**config.mk**
```make
export PLATFORM = sky130hd
export DESIGN_NAME = spi
export DESIGN_NICKNAME = d
export VERILOG_FILES = /design/src/rtl/spi_pkg.sv /design/src/rtl/spi_sck_gen.sv /design/src/rtl/spi.sv
export SDC_FILE = /design/constraint.sdc
export NUM_CORES = 1
export LEC_CHECK = 0
export BUFFER_PORTS_ARGS = -buffer_cell sky130_fd_sc_hd__buf_2
export CORE_AREA = 2 2 77 134
export CTS_BUF_LIST = sky130_fd_sc_hd__clkbuf_8
export CTS_CLUSTER_SIZE = 14
export DETAILED_ROUTE_END_ITERATION = 10
export DIE_AREA = 0 0 79 136
export GPL_TIMING_DRIVEN = 0
export PLACE_DENSITY = 0.85
export SLEW_MARGIN = 20
export SYNTH_ARGS = -nofsm -noshare
export SYNTH_HDL_FRONTEND = slang
export SYNTH_HIERARCHICAL = 1
export SYNTH_SLANG_ARGS = --single-unit
```
**constraint.sdc**
```tcl
create_clock -name spi_clk_i -period 5.9 [get_ports spi_clk_i]
set_input_delay 0.885 -clock spi_clk_i [delete_from_list [all_inputs] [get_ports spi_clk_i]]
set_output_delay 0.885 -clock spi_clk_i [all_outputs]
set_load 0.1 [all_outputs]
```
**src/rtl/spi_pkg.sv**
```systemverilog
// Shared types and constants for the SD-card command SPI master.
package spi_pkg;

  typedef enum logic [2:0] {
    IDLE,
    SEND,
    WAIT_R1,
    RECV_R1,
    RECV_DATA,
    FINISH
  } state_t;

  localparam int CMD_BITS  = 48;
  localparam int DATA_BITS = 32;

  // spi_statusreg_i bit positions
  localparam int GO   = 0;
  localparam int RX32 = 2;

  // spi_flagreg_o bit positions
  localparam int BUSY    = 0;
  localparam int DONE    = 1;
  localparam int TIMEOUT = 2;

endpackage

```
**src/rtl/spi_sck_gen.sv**
```systemverilog
// Mode-0 SCK generator: low for the first half of each bit-time, high for the second.
module spi_sck_gen #(
  parameter int CLK_DIV = 4
) (
  input  logic spi_clk_i,
  input  logic spi_rst_i,
  input  logic en,
  output logic sck,
  output logic rise,
  output logic fall
);

  localparam int HALF = CLK_DIV / 2;
  localparam int CW   = $clog2(CLK_DIV);

  logic [CW-1:0] cnt;

  // NOTE: sequential state uses non-blocking assignments so every register sees pre-edge values.
  always_ff @(posedge spi_clk_i) begin
    if (spi_rst_i || !en) begin
      cnt <= '0;
    end else if (cnt == CW'(CLK_DIV - 1)) begin
      cnt <= '0;
    end else begin
      cnt <= cnt + 1'b1;
    end
  end

  // Strobes flag the cycle before the edge on which SCK rises or falls.
  assign sck  = (cnt >= CW'(HALF));
  assign rise = en && (cnt == CW'(HALF - 1));
  assign fall = en && (cnt == CW'(CLK_DIV - 1));

endmodule

```
**src/rtl/spi.sv**
```systemverilog
// SPI master: sends one 48-bit SD command frame, waits for R1, optionally reads a 32-bit word.
module spi
  import spi_pkg::*;
#(
  parameter int CLK_DIV = 4,
  parameter int NCR_MAX = 8
) (
  input  logic        spi_clk_i,
  input  logic        spi_rst_i,
  input  logic [47:0] spi_data_i,
  input  logic [7:0]  spi_statusreg_i,
  input  logic        MISO,
  output logic        MOSI,
  output logic        SCK_SPI,
  output logic        SS,
  output logic [7:0]  R1,
  output logic [31:0] spi_data_o,
  output logic [2:0]  spi_flagreg_o
);

  localparam int WAIT_BITS = NCR_MAX * 8;
  localparam int CNT_W     = $clog2(((WAIT_BITS > CMD_BITS) ? WAIT_BITS : CMD_BITS) + 1);

  state_t               state_q, state_d;
  logic                 go, go_q, rx32_q, timeout_q;
  logic [CMD_BITS-1:0]  tx_sr;
  logic [DATA_BITS-1:0] rx_sr, data_q;
  logic [7:0]           r1_q;
  logic [CNT_W-1:0]     bit_cnt;
  logic                 sck_en, sck, sck_rise, sck_fall;
  logic                 unused_status;

  assign go            = spi_statusreg_i[GO];
  assign unused_status = ^{spi_statusreg_i[7:3], spi_statusreg_i[1]};

  assign sck_en = (state_q != IDLE) && (state_q != FINISH);

  spi_sck_gen #(.CLK_DIV(CLK_DIV)) u_sck_gen (
    .spi_clk_i (spi_clk_i),
    .spi_rst_i (spi_rst_i),
    .en        (sck_en),
    .sck       (sck),
    .rise      (sck_rise),
    .fall      (sck_fall)
  );

  // Start uses the registered request so SS falls one edge after GO is sampled;
  // release from FINISH follows GO directly.
  always_comb begin
    // NOTE: default assigned first so no path leaves state_d unassigned and infers a latch.
    state_d = state_q;
    case (state_q)
      IDLE:      if (go_q) state_d = SEND;
      SEND:      if (sck_fall && bit_cnt == CNT_W'(CMD_BITS - 1)) state_d = WAIT_R1;
      WAIT_R1: begin
        if (sck_rise && !MISO) state_d = RECV_R1;
        else if (sck_fall && bit_cnt == CNT_W'(WAIT_BITS)) state_d = FINISH;
      end
      RECV_R1:   if (sck_fall && bit_cnt == CNT_W'(8)) state_d = rx32_q ? RECV_DATA : FINISH;
      RECV_DATA: if (sck_fall && bit_cnt == CNT_W'(DATA_BITS)) state_d = FINISH;
      FINISH:    if (!go) state_d = IDLE;
      default:   state_d = IDLE;
    endcase
  end

  always_ff @(posedge spi_clk_i) begin
    if (spi_rst_i) begin
      state_q   <= IDLE;
      go_q      <= 1'b0;
      rx32_q    <= 1'b0;
      timeout_q <= 1'b0;
      tx_sr     <= '1;
      rx_sr     <= '0;
      data_q    <= '0;
      r1_q      <= 8'hFF;
      bit_cnt   <= '0;
    end else begin
      state_q <= state_d;
      go_q    <= go;
      case (state_q)
        IDLE: begin
          if (go_q) begin
            tx_sr     <= spi_data_i;
            rx32_q    <= spi_statusreg_i[RX32];
            timeout_q <= 1'b0;
            bit_cnt   <= '0;
          end
        end
        SEND: begin
          // Ones shift in behind the frame, so MOSI is already high for the receive phases.
          if (sck_fall) begin
            tx_sr   <= {tx_sr[CMD_BITS-2:0], 1'b1};
            bit_cnt <= (bit_cnt == CNT_W'(CMD_BITS - 1)) ? '0 : bit_cnt + 1'b1;
          end
        end
        WAIT_R1: begin
          if (sck_rise) begin
            if (!MISO) begin
              rx_sr   <= {rx_sr[DATA_BITS-2:0], 1'b0};
              bit_cnt <= CNT_W'(1);
            end else begin
              bit_cnt <= bit_cnt + 1'b1;
            end
          end else if (sck_fall && bit_cnt == CNT_W'(WAIT_BITS)) begin
            r1_q      <= 8'hFF;
            timeout_q <= 1'b1;
          end
        end
        RECV_R1: begin
          if (sck_rise) begin
            rx_sr   <= {rx_sr[DATA_BITS-2:0], MISO};
            bit_cnt <= bit_cnt + 1'b1;
            if (bit_cnt == CNT_W'(7)) r1_q <= {rx_sr[6:0], MISO};
          end else if (sck_fall && bit_cnt == CNT_W'(8)) begin
            bit_cnt <= '0;
          end
        end
        RECV_DATA: begin
          if (sck_rise) begin
            rx_sr   <= {rx_sr[DATA_BITS-2:0], MISO};
            bit_cnt <= bit_cnt + 1'b1;
            if (bit_cnt == CNT_W'(DATA_BITS - 1)) data_q <= {rx_sr[DATA_BITS-2:0], MISO};
          end
        end
        FINISH: begin
          if (!go) timeout_q <= 1'b0;
        end
        default: ;
      endcase
    end
  end

  assign MOSI       = tx_sr[CMD_BITS-1];
  assign SCK_SPI    = sck;
  assign SS         = !sck_en;
  assign R1         = r1_q;
  assign spi_data_o = data_q;

  always_comb begin
    spi_flagreg_o          = '0;
    spi_flagreg_o[BUSY]    = sck_en;
    spi_flagreg_o[DONE]    = (state_q == FINISH);
    spi_flagreg_o[TIMEOUT] = timeout_q;
  end

endmodule

```
==> results.toml <==
[setup_path]
cpLargestDelayFamily = "buffers and inverters"
highest_delay_cell_along_the_critical_path = "sky130_fd_sc_hd__dfxtp_1"
worstPathMaxFanout = 10
most_frequent_cp_cell = "sky130_fd_sc_hd__inv_1"
crit_arrival_ns = 2.15
cp_slowest_stage_delay_ns = 0.31
crit_path_end_kind = "output port"
crit_type = "reg -> out"
critical_path.n_buffers_inverters = 6
cp_data_required_time_ns = 5.02
crit_chain = "buf_6 -> clkbuf_8 -> inv_1 -> nand2_1 -> a21oi_1 -> inv_1 -> buf_4 -> buf_2"
worstSetupStartpointType = "register"

[power_and_ir_drop]
power_frac_seq = 0.383
part_of_the_total_power_dissipated_in_combinational_logic = 0.334
internal_portion_of_total_power_uw = 1730
clkPwrFrac = 0.283
p_per_area_mw_per_mm2 = 392
swShare = 0.360
max-vdd-ir-drop_mv = 0.273
switchingPower_uw = 972
leakagePower_uw = 0.00285

[sta]
fin_worst_hold_slack_ns = 0.452
max-slew-margin-rel = 0.562
finalSetupTns_ns = 0
drv_slew = 0
setup_viol = 0
hold_viol = 0
grt_setup_unrepaired = "false"
layout_worst_path_cycle_share = 0.514
timing_worst_slew_pin_value_ns = 0.640
max_freq_mhz = 330
final.min_clock_period_ns = 3.03
skew_ns = 0.00741

[die]
fp.coreArea_mm2 = 0.00973
floorplan.die_area_mm2 = 0.0107
width_of_the_chip_um = 79
die_h_um = 136
num_rows = 48
io_pins = 105
start_util = 0.600

[logic_synthesis]
synth-warning-count = 6
synth-xor-area-share = 0.00150
synth-simple-area-share = 0.198
synth-edff-count = 0
unique_cell_type_count_in_the_yosys_netlist = 57
synth_area_per_cell_um2 = 8.65
muxShareOfSynthArea = 0.101
postSynth.topFlopCell = "sky130_fd_sc_hd__dfxtp_1"
synth_adder_area_share = 0.0107
synth.yosys.seq_area_share = 0.460
synth-seq-cells = 134
synthCells = 674
synth_top_family_by_area = "simple AND/OR/NAND/NOR gates"
netlist_area_mm2 = 0.00583
synth_top_area_share = 0.460
compound_cell_area_share_of_the_yosys_netlist = 0.170
synth_top_cell_by_area = "sky130_fd_sc_hd__dfxtp_1"
asyncSetResetFlopFracSynth = 0
synth_fp_nets = 738
yosys-top-cells-area = "sky130_fd_sc_hd__dfxtp_1 46%, sky130_fd_sc_hd__nand2_1 12%, sky130_fd_sc_hd__mux2i_1 10%"

[final_layout]
multiInputGateArea_mm2 = 0.00281
utilization_of_the_core_after_routing = 0.707
n_antenna_cell = 0
layout.area.seq_mm2 = 0.00268
post_route_cells_drive_above_1_share = 0.205
final_net_count = 855
layout-area-overhead-vs-synth_pct = 18.0
nFillCells = 797

[clock_network]
clkLatencyLatePin_ns = 0.44
tritoncts = "yes"
postCtsHoldBufs = 0
cts_max_level = 4
cts_root_buffer = "sky130_fd_sc_hd__clkbuf_8"
cts-buffers-inserted = 17
cts-root-to-sink-buffers = 2
clkSinkCount = 134
clkTransAtPathRegs_ns = 0.07
postCtsResizedCells = 0
cts_post_setup_buffers_inserted = 0

[place]
io_buffers = 98
gp_routability_congestion = 0.923
half_perimeter_wire_length_after_placement_um = 10300

[global_route]
antenna_found_initial = 0
groute.usage.overall = 0.264
grt_pass1_wl_um = 22700
grt_overflow = 0
grt_pass1_vias = 5161
grt_start_max_net_pins = 17

[routing]
avgRoutedWirePerCell_um = 14.8
met1_length_um = 5000
drt_first_pass_iters = 5
top_signal_layer_used = "met4"
met2_routed_wirelength_um = 7490
drc = 0
dr.first_iter.drc_count = 233
routed-via-count = 5170
drt.antenna.violating_nets = 0
avgViaCountPerCell = 5.57
routed-wl-met3_um = 651
drt-total-wl_um = 13700

[worst_hold_path]
hold_crit_path_type = "reg -> reg"

[flow_run]
cap_viol_max_count = 0

[outcome]
outcome = "finished clean"
cells in the mapped netlist (all sizes together), types with 2 or more instances:
master   count
nor3         7
o22a         2
dfxtp      134
ha           5
and4         2
and3b        2
buf         21
nor3b        5
nand2      181
nand3        7
a211oi       2
mux2i       58
a21oi       74
nand4        2
a2111oi      2
nor2        25
and2         4
or3b         2
inv         10
o41ai        3
nand2b       5
o31ai        3
o21ai        8
and3         5
a32oi        3
o211ai      49
clkbuf      33
nor4b        2
worst paths after layout:
path                                      from                to  slack [ns]  cells after the start
worst max-delay path                state_q[0]  spi_flagreg_o[0]        2.87                      8
worst min-delay path            spi_data_o[18]    spi_data_o[18]        0.45                      2
worst min register to register  spi_data_o[18]    spi_data_o[18]        0.45                      2
worst max register to register      state_q[0]          tx_sr[4]        2.97                     12
metal layers:
metal	track usage	vias up
li1	-	2570
met1	0.266	2380
met2	0.495	173
met3	0.0551	47
met4	0.143	0
met5	0	-
sequential cells by signal (all words and copies together), names as in the netlist:
signal / flops
R1: 8
bit_cnt: 7
go_q: 1
rx32_q: 1
rx_sr: 31
spi_data_o: 32
state_q: 3
timeout_q: 1
tx_sr: 48
u_sck_gen/cnt: 2
layout make-up:
cell class	count	area share
clock buffer	20	0.0400
inverter	10	0.00545
sequential	134	0.390
multi-input combinational	476	0.409
buffer	54	0.0436
timing repair buffer	98	0.0713
tap	125	0.0227
clock inverter	12	0.0185
through the flow:
stage | cells | power, µW | instance area [µm²] | worst slack (ns)
final | 929 | 2700 | 6880 | 2.87
after global routing | 929 | 2830 | 6880 | 2.76
after CTS | 929 | 2710 | 6880 | 2.89
after detailed placement | 897 | 1950 | 6480 | 3.02
after global placement | 897 | 1920 | 6480 | 3.09
after floorplan | 674 | 1760 | 5830 | 1.96
worst reg2reg max path, stage by stage, from the launching register on:
cell	delay [ns]
sky130_fd_sc_hd__dfxtp_1	0.31
sky130_fd_sc_hd__buf_6	0.13
sky130_fd_sc_hd__clkbuf_8	0.16
sky130_fd_sc_hd__inv_1	0.22
sky130_fd_sc_hd__nand2_1	0.12
sky130_fd_sc_hd__a21oi_1	0.22
sky130_fd_sc_hd__inv_1	0.12
sky130_fd_sc_hd__and2_1	0.24
sky130_fd_sc_hd__mux2_2	0.31
sky130_fd_sc_hd__nand2_1	0.16
sky130_fd_sc_hd__buf_2	0.25
sky130_fd_sc_hd__buf_1	0.38
sky130_fd_sc_hd__o211ai_1	0.17
placed cells by master (no fill, tap or decap), drive strengths merged, types with 4 or more instances in the layout:
master	netlist	final
and2	4	4
and3	5	5
mux2i	58	58
o21ai	8	8
nor3b	5	5
buf	21	119
a21oi	74	74
clkbuf	33	53
nand3	7	7
nor3	7	7
o211ai	49	49
nand2	181	181
clkinv	0	6
nand2b	5	5
inv	10	10
dfxtp	134	134
clkinvlp	0	4
nor2	25	25
ha	5	5
power by group through the flow:
stage / registers [µW] / logic, µW / clock network (µW)
global placement: 1050 / 870 / 0
global route: 1040 / 973 / 811
detailed placement: 1050 / 895 / 0
CTS: 1030 / 898 / 775
floorplan: 1050 / 716 / 0
finish: 1030 / 901 / 762
cells by family after synthesis:
| kind of cell | count (synthesis) |
|---|---|
| multiplexers | 59 |
| XOR/XNOR | 1 |
| AND/OR/NAND/NOR | 257 |
| flip-flops | 134 |
| adder cells (fa/ha/maj) | 5 |
| AO/OA/AOI/OAI | 154 |
| buffers and inverters | 64 |
Note: power is estimated with default switching activity, not from simulation.
